[src/rtl/mul_div_unit_pkg.sv]
// Shared types and op-class helpers for the iterative multiply/divide unit.
package mul_div_unit_pkg;

  typedef enum logic [2:0] {
    OpMul      = 3'd0,
    OpMulhu    = 3'd1,
    OpMulhs    = 3'd2,
    OpUdiv     = 3'd3,
    OpSdiv     = 3'd4,
    OpUmod     = 3'd5,
    OpSmod     = 3'd6,
    OpReserved = 3'd7
  } mul_div_oper_e;

  typedef enum logic [1:0] {
    StIdle,
    StBusy,
    StFixup,
    StDone
  } state_e;

  localparam logic [2:0] OP_RESERVED = 3'd7;

  function automatic logic is_signed(mul_div_oper_e op);
    return op inside {OpMulhs, OpSdiv, OpSmod};
  endfunction

  function automatic logic is_div(mul_div_oper_e op);
    return op inside {OpUdiv, OpSdiv, OpUmod, OpSmod};
  endfunction

  function automatic logic is_mod(mul_div_oper_e op);
    return op inside {OpUmod, OpSmod};
  endfunction

endpackage

[src/rtl/mul_div_step.sv]
// One combinational iteration: shift-add multiply or restoring divide on a 2W accumulator.
module mul_div_step #(
  parameter int unsigned WIDTH = 32
) (
  input  logic               mode,
  input  logic [2*WIDTH-1:0] acc,
  input  logic [WIDTH-1:0]   operand,
  output logic [2*WIDTH-1:0] acc_next,
  output logic               qbit
);

  logic [WIDTH:0] sum;
  logic [WIDTH:0] top;
  logic [WIDTH:0] diff;

  always_comb begin
    sum      = {1'b0, acc[2*WIDTH-1:WIDTH]} + (acc[0] ? {1'b0, operand} : '0);
    top      = acc[2*WIDTH-1:WIDTH-1];
    diff     = top - {1'b0, operand};
    qbit     = 1'b0;
    acc_next = '0;
    if (mode) begin
      // Remainder stays below the divisor, so diff[WIDTH] is a clean borrow flag.
      qbit     = ~diff[WIDTH];
      acc_next = {(qbit ? diff[WIDTH-1:0] : top[WIDTH-1:0]), acc[WIDTH-2:0], 1'b0};
    end else begin
      acc_next = {sum, acc[WIDTH-1:1]};
    end
  end

endmodule

[src/rtl/mul_div_unit.sv]
// Iterative multiply/divide unit: WIDTH iterations per op, early exit for div-by-0,
// signed overflow and the reserved op; result held until the consumer accepts it.
module mul_div_unit
  import mul_div_unit_pkg::*;
#(
  parameter int unsigned WIDTH = 32
) (
  input  logic             clk,
  input  logic             rst,
  input  logic             in_valid,
  output logic             in_ready,
  input  logic [2:0]       in_oper,
  input  logic [WIDTH-1:0] in_a,
  input  logic [WIDTH-1:0] in_b,
  output logic             out_valid,
  input  logic             out_ready,
  output logic [WIDTH-1:0] out_data,
  output logic             busy
);

  localparam int unsigned CNT_W = $clog2(WIDTH);
  localparam logic [CNT_W-1:0] CNT_LAST = CNT_W'(WIDTH - 1);
  localparam logic [WIDTH-1:0] MOST_NEG = {1'b1, {(WIDTH-1){1'b0}}};

  state_e             state_q, state_d;
  logic [CNT_W-1:0]   cnt_q, cnt_d;
  logic [2*WIDTH-1:0] acc_q, acc_d, step_acc, prod;
  logic [WIDTH-1:0]   opnd_q, opnd_d, out_data_q, out_data_d;
  logic [WIDTH-1:0]   mag_a, mag_b, early_data, fix_data;
  mul_div_oper_e      op_q, op_d, oper;
  logic               neg_q, neg_d;
  logic               a_neg, b_neg, div_zero, overflow, early, step_qbit;

  assign oper = mul_div_oper_e'(in_oper);

  mul_div_step #(
    .WIDTH(WIDTH)
  ) u_step (
    .mode    (is_div(op_q)),
    .acc     (acc_q),
    .operand (opnd_q),
    .acc_next(step_acc),
    .qbit    (step_qbit)
  );

  // Accept-time decode: magnitudes, early cases and their direct results.
  always_comb begin
    a_neg      = is_signed(oper) && in_a[WIDTH-1];
    b_neg      = is_signed(oper) && in_b[WIDTH-1];
    mag_a      = a_neg ? -in_a : in_a;
    mag_b      = b_neg ? -in_b : in_b;
    div_zero   = is_div(oper) && (in_b == '0);
    overflow   = is_div(oper) && is_signed(oper) && (in_a == MOST_NEG) && (in_b == '1);
    early      = (in_oper == OP_RESERVED) || div_zero || overflow;
    early_data = '0;
    if (div_zero) begin
      early_data = is_mod(oper) ? in_a : '1;
    end else if (overflow) begin
      early_data = is_mod(oper) ? '0 : MOST_NEG;
    end
  end

  always_comb begin
    prod = neg_q ? -acc_q : acc_q;
    if (is_mod(op_q)) begin
      fix_data = neg_q ? -acc_q[2*WIDTH-1:WIDTH] : acc_q[2*WIDTH-1:WIDTH];
    end else if (is_div(op_q)) begin
      fix_data = neg_q ? -acc_q[WIDTH-1:0] : acc_q[WIDTH-1:0];
    end else if (op_q == OpMul) begin
      fix_data = acc_q[WIDTH-1:0];
    end else begin
      fix_data = prod[2*WIDTH-1:WIDTH];
    end
  end

  always_comb begin
    state_d    = state_q;
    cnt_d      = cnt_q;
    acc_d      = acc_q;
    opnd_d     = opnd_q;
    op_d       = op_q;
    neg_d      = neg_q;
    out_data_d = out_data_q;
    case (state_q)
      StIdle: begin
        if (in_valid) begin
          op_d = oper;
          if (early) begin
            out_data_d = early_data;
            state_d    = StDone;
          end else begin
            state_d = StBusy;
            cnt_d   = CNT_LAST;
            acc_d   = is_div(oper) ? {{WIDTH{1'b0}}, mag_a} : {{WIDTH{1'b0}}, mag_b};
            opnd_d  = is_div(oper) ? mag_b : mag_a;
            neg_d   = is_mod(oper) ? a_neg : (a_neg ^ b_neg);
          end
        end
      end
      StBusy: begin
        acc_d = {step_acc[2*WIDTH-1:1], step_acc[0] | step_qbit};
        if (cnt_q == '0) begin
          state_d = StFixup;
        end else begin
          cnt_d = cnt_q - CNT_W'(1);
        end
      end
      StFixup: begin
        out_data_d = fix_data;
        state_d    = StDone;
      end
      StDone: begin
        if (out_ready) begin
          state_d = StIdle;
        end
      end
      default: state_d = StIdle;
    endcase
  end

  always_ff @(posedge clk) begin
    if (rst) begin
      state_q    <= StIdle;
      cnt_q      <= '0;
      acc_q      <= '0;
      opnd_q     <= '0;
      op_q       <= OpMul;
      neg_q      <= 1'b0;
      out_data_q <= '0;
    end else begin
      state_q    <= state_d;
      cnt_q      <= cnt_d;
      acc_q      <= acc_d;
      opnd_q     <= opnd_d;
      op_q       <= op_d;
      neg_q      <= neg_d;
      out_data_q <= out_data_d;
    end
  end

  assign in_ready  = (state_q == StIdle);
  assign out_valid = (state_q == StDone);
  assign busy      = (state_q != StIdle);
  assign out_data  = out_data_q;

endmodule

[config.mk]
export PLATFORM = sky130hd
export DESIGN_NAME = mul_div_unit
export DESIGN_NICKNAME = d
export VERILOG_FILES = /design/src/rtl/mul_div_unit_pkg.sv /design/src/rtl/mul_div_step.sv /design/src/rtl/mul_div_unit.sv
export SDC_FILE = /design/constraint.sdc
export NUM_CORES = 1
export LEC_CHECK = 0
export BUFFER_PORTS_ARGS = -buffer_cell sky130_fd_sc_hd__buf_2
export CAP_MARGIN = 15
export CORE_MARGIN = 2
export CORE_UTILIZATION = 47
export DETAILED_ROUTE_END_ITERATION = 16
export HOLD_SLACK_MARGIN = 0.05
export MAX_ROUTING_LAYER = met4
export RECOVER_POWER = 100
export SYNTH_ARGS = -nofsm -noshare
export SYNTH_HDL_FRONTEND = slang
export SYNTH_SLANG_ARGS = --single-unit
[constraint.sdc]
create_clock -name clk -period 5.6 [get_ports clk]
set_clock_uncertainty 0.05 [all_clocks]
set_input_delay 1.4 -clock clk [delete_from_list [all_inputs] [get_ports clk]]
set_output_delay 1.4 -clock clk [all_outputs]
set_load 0.01 [all_outputs]
---- Word-level counts from Yosys, hierarchy flattened ----
Cells that the tools add are included.
word-level totals
  word-level logic and storage cells ...... 100
  bits in registers ....................... 139
  input port bits ......................... 71
operators by class
  reductions and logical operators ........ 26
  mux-type cells .......................... 34
  equality and inequality tests ........... 21
  bitwise gates (word level) .............. 4
  $add $sub $neg .......................... 8
operator list
  cell                    number
  $mux W32                17
  $mux W64                4
  $neg A32 Y32            4
  $pmux W64 S2            1
  $eq A32 B32 Y1 const B  2
  $neg A64 Y64            1
  $pmux W32 S2            1
  $add A32 B33 Y33        1
  $sub A33 B32 Y33        1
  $logic_not A32 Y1       1
  $eq A3 B3 Y1 const B    7
  $mux W5                 3
  $reduce_and A3 Y1       4
  $pmux W5 S2             1
  $reduce_bool A2 Y1      5
  $eq A3 B2 Y1 const B    3
  $mux W2                 4
  $ne A2 B2 Y1 const B    4
  $pmux W2 S4             1
  $reduce_bool A4 Y1      2
  $logic_and A1 B1 Y1     6
  $logic_not A5 Y1        1
  $sub A5 B1 Y5 const B   1
  $eq A2 B2 Y1 const B    2
  other kinds (12)        16

---- Logic depth before layout (Yosys ltp) ----
Gate-level depths: netlist of the first run.
  depth in word-level cells ............... 10
  gate-level depth with buffers ........... 15
  depth with buffers taken out ............ 13

---- Cells and area by module ----
From an unflattened synthesis of the first run, not the netlist that was laid out.
second synthesis, totals
  cell total of the unflattened synthesis .. 2296
  area total of the unflattened synthesis .. 16052.9 µm²
modules (own cells, without submodules)
  module        times used  cells each  sequential area each (µm²)  area each (µm²)
  mul_div_unit  1           1613        2782.7                      11404.7
  mul_div_step  1           683         0.0                         4648.2

---- Worst setup path before layout of the first run ----
Ideal clock, no wire load.
  path type ............................... input to register
  from .................................... in in_b[9]
  to ...................................... reg acc_q[27]
  required time ........................... 5.418 ns
  arrival ................................. 3.668 ns
  slack ................................... 1.750 ns
  stages .................................. 9
  cells stage by stage .................... or4_1 -> or4_4 -> or3_1 -> clkbuf_1 -> o31ai_1 -> xor2_1 -> a211oi_1 -> nor3_1 -> nor3_1
on the way
  cells in the longest elaborated chain, start to end .. 6
  elaborated cells on any way between the ends .. 14
  classes of those cells .................. 1 x add/sub; 2 x eq/ne; 5 x mux; 6 x reduce/logical
RTL lines
  element                                                   line                                    source
  start, declared                                           mul_div_unit.sv:14                      input logic [WIDTH-1:0] in_b,
  $neg A32 Y32 / $logic_not A32 Y1 (equally long branches)  mul_div_unit.sv:51, mul_div_unit.sv:52
  $mux W32 / $logic_and A1 B1 Y1 (equally long branches)    mul_div_unit.sv:51, mul_div_unit.sv:52
  $mux W32 / $logic_or A1 B1 Y1 (equally long branches)     mul_div_unit.sv:94, mul_div_unit.sv:54
  $mux W64 / $logic_or A1 B1 Y1 (equally long branches)     mul_div_unit.sv:88, mul_div_unit.sv:54
  $mux W64 / $ne A2 B2 Y1 (equally long branches)           --
  $pmux W64 S2 / $reduce_and A3 Y1 (equally long branches)  --
  end signal, assigned                                      mul_div_unit.sv:125                     acc_q <= '0;
  end signal, assigned                                      mul_div_unit.sv:133                     acc_q <= acc_d;
  end, declared                                             mul_div_unit.sv:27                      logic [2*WIDTH-1:0] acc_q, acc_d, step_acc, prod;
Parallel ways exist; a longest one is shown, timed or not. The select of a mux whose other input is x is not followed.
A chain may end at the register's enable or synchronous reset.

---- Worst setup path in the final report of the first run ----
  from .................................... in in_a[21]
  to ...................................... reg acc_q[33]
on the way
  cells in the longest elaborated chain, start to end .. 6
RTL lines
  element                           line                source
  start, declared                   mul_div_unit.sv:13  input logic [WIDTH-1:0] in_a,
  $eq A32 B32 Y1                    mul_div_unit.sv:53  overflow = is_div(oper) && is_signed(oper) && (in_a == MOST_NEG) && (in_b == '1);
  $logic_and A1 B1 Y1 (2 in a row)  mul_div_unit.sv:53
  $logic_or A1 B1 Y1                mul_div_unit.sv:54  early = (in_oper == OP_RESERVED) || div_zero || overflow;
  $ne A2 B2 Y1 (no line)            --
  $reduce_and A3 Y1 (no line)       --
No other way between the ends.

==> flow_summary.yaml, run 1 <==
power_and_ir_drop:
  clkPwrFrac_pct: 17.6
  finalPower_uw: 6410
  power.leakage_uw: 0.00655
  combPwrFrac_pct: 57.8
  swShare_pct: 52.8
  ir_worst_vdd_mv: 0.250
  internal-power_uw: 3020
  powerDensity_nw_per_um2: 384
  switchingPower_uw: 3390
  p_seq_share_pct: 24.7
worst_setup_path:
  critical_path.endpoint_type: "flip-flop"
  crit_slowest_cell: "clkbuf_2"
  slowest_delay_ns: 0.77
  cp_max_fo: 40
  crit_required_ns: 5.83
  crit_type: "input pin to flip-flop"
  path_cells: "buf_2 > nor4_1 > nand4_1 > or4_1 > o211ai_1 > nor2_1 > clkbuf_2 > a21oi_1 > clkbuf_2 > nor4_1 > a21oi_1 > o22ai_1"
  cp-start-kind: "input pin"
  worst_ep_arrival_time_ns: 5.28
global_route:
  met1_usage_pct: 56.9
  grt_use_met3_pct: 6.50
  grt_pass1_wl_um: 101000
  grt_pass1_vias: 15900
  antenna_found_initial: 0
  gr-max-usage-layer: "met2"
  grt_max_degree: 89
  grt_usage_pct: 40.2
  met2_usage_pct: 57.1
  grt_overflow: 0
placement:
  port_buffers: 105
  dpl.hpwl_um: 52700
  dp.cells: 2672
  pre_cts_slack_ns: 0.745
  gp_congestion: 1.02
synth:
  synth-async-reset-ratio_pct: 0
  yosys-top-cells-area: "dfxtp_1 18%, nand2_1 7.1%, ha_1 6.1%"
  yosys_warnings: 0
  synth_top_cell_by_area: "dfxtp_1"
  synth_area_um2: 15500
  yosysSeqAreaShare_pct: 18.0
  netlist_instances: 2258
  synth_top_area_share_pct: 18.0
  syn_nets: 2406
  synth_edf_count: 0
  syn_avg_cell_area_um2: 6.86
  synth-main-ff-cell: "dfxtp_1"
  ys_ff_latch: 139
  ys_types: 96
clock_tree:
  cts_tree: "yes"
  cts-resized-gates: 0
  clk_pin_slew_worst_paths_ns: 0.08
  cts_buffer_depth: 2
  clock_latency_ns: 0.46
  cts_hold_buf: 0
  cts_inserted_buffers: 17
  clkSinkCount: 139
  post-cts-setup-buffers: 0
  h-tree-depth: 4
  root_buffer: "clkbuf_16"
sta:
  tns_ns: 0
  worstMarginPinSlew_ns: 2.00
  finalCriticalPeriod_ns: 5.05
  max_freq_mhz: 198
  finalSetupViolations: 0
  finalMaxSlewViolations: 139
  hold_viol_final: 0
  rsz0062_at_grt: "false"
  setup_ws_ns: 0.548
  maxSlewHeadroom_pct: -33.4
  post-route-period-util_pct: 90.2
detailed_routing:
  drc: 0
  detail_route.wl_per_cell_um: 25.2
  vias: 18000
  drt_first_pass_iters: 6
  first_iter_violations: 2326
  avgViaCountPerCell: 6.67
  antenna_left: 0
  wirelength_um: 68200
floorplanning:
  die-area_um2: 34400
  start_util_pct: 47.6
  ios: 106
  placement_rows: 66
  core_area_um2: 32500
  die_w_um: 186
  die_h_um: 186
final_layout:
  area.growth.synth_to_final_pct: 7.68
  diodes: 0
  multi_input_area_um2: 11700
  mostFrequentLayoutCells: "294 x nand2_1, 230 x nor2_1, 186 x a21oi_1"
  num-fill-cells: 3461
  layoutNonFillerInstCount: 2704
  postLayoutCoreUtil_pct: 51.3
  register_area_um2: 2780
  drive_above_1_share_pct: 8.93
  final_common_cell: "nand2_1"
  final_nets: 2397
status:
  violations: "max-capacitance violations, max-slew violations"
  status: "finished with violations"
run:
  cap_violations: 3
worst_hold_path:
  worstHoldPathType: "flip-flop to flip-flop"
-- critical path, delay by kind of cell --
family	cells	cell delay [ns]
AND/OR/NAND/NOR	5	1.59
buffers and inverters	3	1.32
AO/OA/AOI/OAI	4	0.95
-- per-layer routing --
layer	vias up	part of all wire [%]
li1	8235	-
met1	8544	44
met2	1096	42
met3	149	11
met4	0	3.7
met5	-	0
-- flip-flops by register name, indices dropped and copies added, names as in the netlist --
register  cells
acc_q        64
opnd_q       32
out_data     32
cnt_q         5
op_q          3
state_q       2
neg_q         1
-- path summary, 6_finish.rpt --
check / from / cells after the start / end / slack (ns)
worst min-delay path: opnd_q[9] / 2 / opnd_q[9] / 0.40
worst min register to register: opnd_q[9] / 2 / opnd_q[9] / 0.40
worst max register to register: acc_q[0] / 12 / out_data[18] / 0.95
worst max-delay path: in_a[21] / 12 / acc_q[33] / 0.55
-- power groups by stage --
stage	Combinational [uW]	Sequential (uW)	Clock [uW]
after floorplan	2630	1370	0
after global placement	3610	1570	0
after detailed placement	3630	1570	0
after CTS	3650	1550	1130
after global routing	3970	1600	1170
final	3700	1580	1130
-- cells by family after synthesis --
family	after synthesis	synth area share [%]
fa+ha+maj	78	6.38
buf+inv	257	6.70
simple gates	838	25.3
mux	31	2.08
xor+xnor	172	9.77
compound gates	743	31.8
flops	139	18.0
-- final cells by class --
cell class                 count  area share (%)
clock buffer                  18            2.57
sequential                   139            16.7
clock inverter                14           0.772
inverter                      78            1.75
timing repair buffer         151            4.87
tap                          442            3.31
multi-input combinational   1862            70.0
-- cells in the mapped netlist, drive strengths merged (5+ instances only) --
| library cell | n |
|---|---|
| o221ai | 9 |
| o211ai | 44 |
| buf | 39 |
| o22ai | 8 |
| nor2 | 234 |
| nand3 | 56 |
| nand4 | 31 |
| inv | 77 |
| or3 | 24 |
| o2111ai | 10 |
| a221o | 6 |
| a21oi | 186 |
| and2 | 17 |
| a222oi | 13 |
| nor3b | 5 |
| nor2b | 5 |
| dfxtp | 139 |
| o21bai | 7 |
| a22o | 9 |
| a31oi | 25 |
| nor3 | 64 |
| and3 | 16 |
| a221oi | 10 |
| a21o | 35 |
| and4 | 6 |
| a211oi | 50 |
| nand2b | 20 |
| xnor2 | 87 |
| or4 | 18 |
| clkbuf | 140 |
| xor2 | 85 |
| nor4 | 27 |
| a22oi | 12 |
| or2 | 10 |
| o21ai | 180 |
| o31ai | 39 |
| a211o | 8 |
| nand2 | 296 |
| ha | 75 |
| mux2i | 24 |
| o41ai | 14 |
| o21a | 12 |
| mux2 | 7 |
| o31a | 7 |
| a311oi | 25 |
-- metrics by stage --
stage / instance area (um2) / hold slack (ns)
after global routing: 16700 / 0.412
after CTS: 16800 / 0.404
after global placement: 16200 / 0.389
final: 16700 / 0.402
after detailed placement: 16200 / 0.394
after floorplan: 15500 / 0.382
Power figures use the tool's default switching activity.
==> inputs of run 2 (changes only) <==
--- a/config.mk
+++ b/config.mk
@@ -5,10 +5,12 @@
 export SDC_FILE = /design/constraint.sdc
 export NUM_CORES = 1
 export LEC_CHECK = 0
+export ABC_AREA = 1
 export BUFFER_PORTS_ARGS = -buffer_cell sky130_fd_sc_hd__buf_2
 export CAP_MARGIN = 15
 export CORE_MARGIN = 2
 export CORE_UTILIZATION = 47
+export CTS_CLUSTER_SIZE = 16
 export DETAILED_ROUTE_END_ITERATION = 16
 export HOLD_SLACK_MARGIN = 0.05
 export MAX_ROUTING_LAYER = met4
==> flow_summary.yaml, run 2 <==
worst_setup_path:
  path_buf_inv: 4
  cp_max_fo: 51
  rrSetupSlack_ns: 1.51
  cp-start-kind: "input pin"
  crit_end: "acc_q[13]"
  crit_type: "input pin to flip-flop"
  r2r-end: "acc_q[61]"
  r2r_cells: 17
  crit_required_ns: 5.85
  cp.depth: 10
  r2r-start: "acc_q[0]"
  slowest_delay_ns: 1.34
  critical_path.endpoint_type: "flip-flop"
  worst_ep_arrival_time_ns: 4.90
  crit_slowest_cell: "inv_1"
  path_cells: "clkbuf_1 > nand2_1 > nand3_1 > buf_4 > nand2_1 > inv_1 > buf_4 > nand3_1 > o211ai_1 > a31oi_1"
  cp_top_family: "buffers and inverters"
  cp-startpoint: "in_oper[0]"
clock_tree:
  cts_tree: "yes"
  h-tree-depth: 4
  cts_inserted_buffers: 17
  post-cts-setup-buffers: 0
  clock_latency_ns: 0.44
  cts_hold_buf: 0
  clk_pin_slew_worst_paths_ns: 0.06
  root_buffer: "clkbuf_16"
  cts_buffer_depth: 2
  clkSinkCount: 139
  cts-resized-gates: 0
detailed_routing:
  antenna_left: 0
  drt_first_pass_iters: 6
  detail_route.wl_per_cell_um: 22.0
  drc: 0
  avgViaCountPerCell: 6.02
  first_iter_violations: 3404
  wirelength_um: 81800
  vias: 22400
sta:
  finalSetupViolations: 0
  max_freq_mhz: 215
  maxSlewHeadroom_pct: 3.34
  finalCriticalPeriod_ns: 4.66
  finalMaxSlewViolations: 0
  hold_viol_final: 0
  rsz0062_at_grt: "false"
  tns_ns: 0
  worstMarginPinSlew_ns: 1.45
  post-route-period-util_pct: 83.2
synth:
  synth_edf_count: 0
  ys_types: 52
  yosysMostFrequentCell: "nand2_1"
  netlist_instances: 3220
  synth_top_family_by_area: "simple AND/OR/NAND/NOR gates"
  yosys-top-cells-area: "nand2_1 20%, dfxtp_1 16%, a21oi_1 9.1%"
  synth_common_cells: "942 x nand2_1, 374 x inv_1, 353 x nor2_1, 320 x a21oi_1, 259 x o21ai_0"
  synth-adder-area-share_pct: 5.57
  synth_area_um2: 17600
  synth_top_area_share_pct: 20.1
  synth-compound-area-share_pct: 21.6
  yosys.area_share.simple_pct: 39.7
  synth_xor_area_share_pct: 5.29
  ys_ff_latch: 139
  syn_nets: 3368
  syn_avg_cell_area_um2: 5.46
  yosysSeqAreaShare_pct: 15.8
  synth-async-reset-ratio_pct: 0
  synth_mux_area_share_pct: 0
  yosys_warnings: 0
  synth-main-ff-cell: "dfxtp_1"
  synth_top_cell_by_area: "nand2_1"
placement:
  gp_congestion: 1.07
  dp.cells: 3689
  port_buffers: 105
  dpl.hpwl_um: 65100
final_layout:
  drive_above_1_share_pct: 5.47
  largest_register_ffs: 64
  diodes: 0
  mostFrequentLayoutCells: "944 x nand2_1, 374 x inv_1, 353 x nor2_1"
  num-fill-cells: 3997
  final_nets: 3388
  regMostFlops: "acc_q"
  area.growth.synth_to_final_pct: 7.10
  final_common_cell: "nand2_1"
  layoutNonFillerInstCount: 3720
power_and_ir_drop:
  powerDensity_nw_per_um2: 514
  power.leakage_uw: 0.00911
  ir_worst_vdd_mv: 0.460
floorplanning:
  core_area_um2: 36700
  start_util_pct: 47.9
  die_h_um: 197
  die-area_um2: 38900
  die_w_um: 197
  ios: 106
  placement_rows: 70
worst_hold_path:
  worstHoldPathType: "flip-flop to flip-flop"
global_route:
  grt_overflow: 0
  grt_pass1_wl_um: 123000
  antenna_found_initial: 0
  grt_max_degree: 71
  grt_usage_pct: 42.7
  grt_pass1_vias: 20300
run:
  cap_violations: 0
status:
  status: "complete, no violations"
## run 2: cell count changes in the layout (fill, tap and decap cells not counted), sizes merged, moves of 34 or more
cell / previous run / this run
nor2: 234 / 368
a211oi: 50 / 7
o31ai: 39 / 5
a21oi: 186 / 323
nand2: 296 / 953
inv: 84 / 387
nand3: 56 / 248
xnor2: 87 / 18
o21ai: 180 / 270
## run 2: tightest hold or removal path: cells and delay by family (launching register included)
family / cells / cell delay [ns]
flip-flops: 1 / 0.31
AO/OA/AOI/OAI: 1 / 0.05
buffers and inverters: 1 / 0.06
## run 2: report_power, final
part / total [uW] / internal [uW] / switching (uW)
Sequential: 1780 / 1310 / 470
Clock: 1300 / 794 / 506
Combinational: 6580 / 1840 / 4740
Total: 9660 / 3950 / 5710
## run 2: cell families (layout without fill, tap and decap cells)
group,Yosys count,in the layout
AND/OR/NAND/NOR,1674,1674
AO/OA/AOI/OAI,707,707
buffers and inverters,517,549
flip-flops,139,139
XOR/XNOR,106,106
adder cells (fa/ha/maj),77,77
## run 2: layout make-up
class	instances	area (um2)	share of cell area [%]
clock buffers	18	429	2.28
clock inverters	13	215	1.14
inverters	389	1470	7.80
multi-input cells	2564	12700	67.4
flip-flops and latches	139	2780	14.8
well taps	468	586	3.11
repair buffers	129	657	3.49
## run 2: worst min path at each step
stage / from / end / slack (ns) / depth (start not counted)
floorplan: op_q[0] / op_q[0] / 0.39 / 2
global placement: out_data[23] / out_data[23] / 0.40 / 2
detailed placement: out_data[23] / out_data[23] / 0.41 / 2
CTS: op_q[0] / op_q[0] / 0.42 / 2
global route: out_data[31] / out_data[31] / 0.45 / 2
finish: op_q[0] / op_q[0] / 0.42 / 2
## run 2: per-layer routing
metal	vias to the layer above	GRT usage (%)	part of all wire [%]
li1	10500	-	-
met1	10200	55.9	40
met2	1424	62.7	41
met3	250	8.42	13
met4	0	21.2	5.8
met5	-	-	0
## run 2: through the flow
step	setup slack (ns)	util, %	hold WS, ns	instance area (um2)	power [uW]
after floorplan	2.55	-	0.394	17600	6150
after global placement	1.38	49.7	0.404	18200	8060
after detailed placement	1.36	49.7	0.408	18200	8110
after CTS	1.66	51.4	0.420	18900	9420
after global routing	0.728	51.3	0.453	18800	10300
final	0.942	51.3	0.421	18800	9660
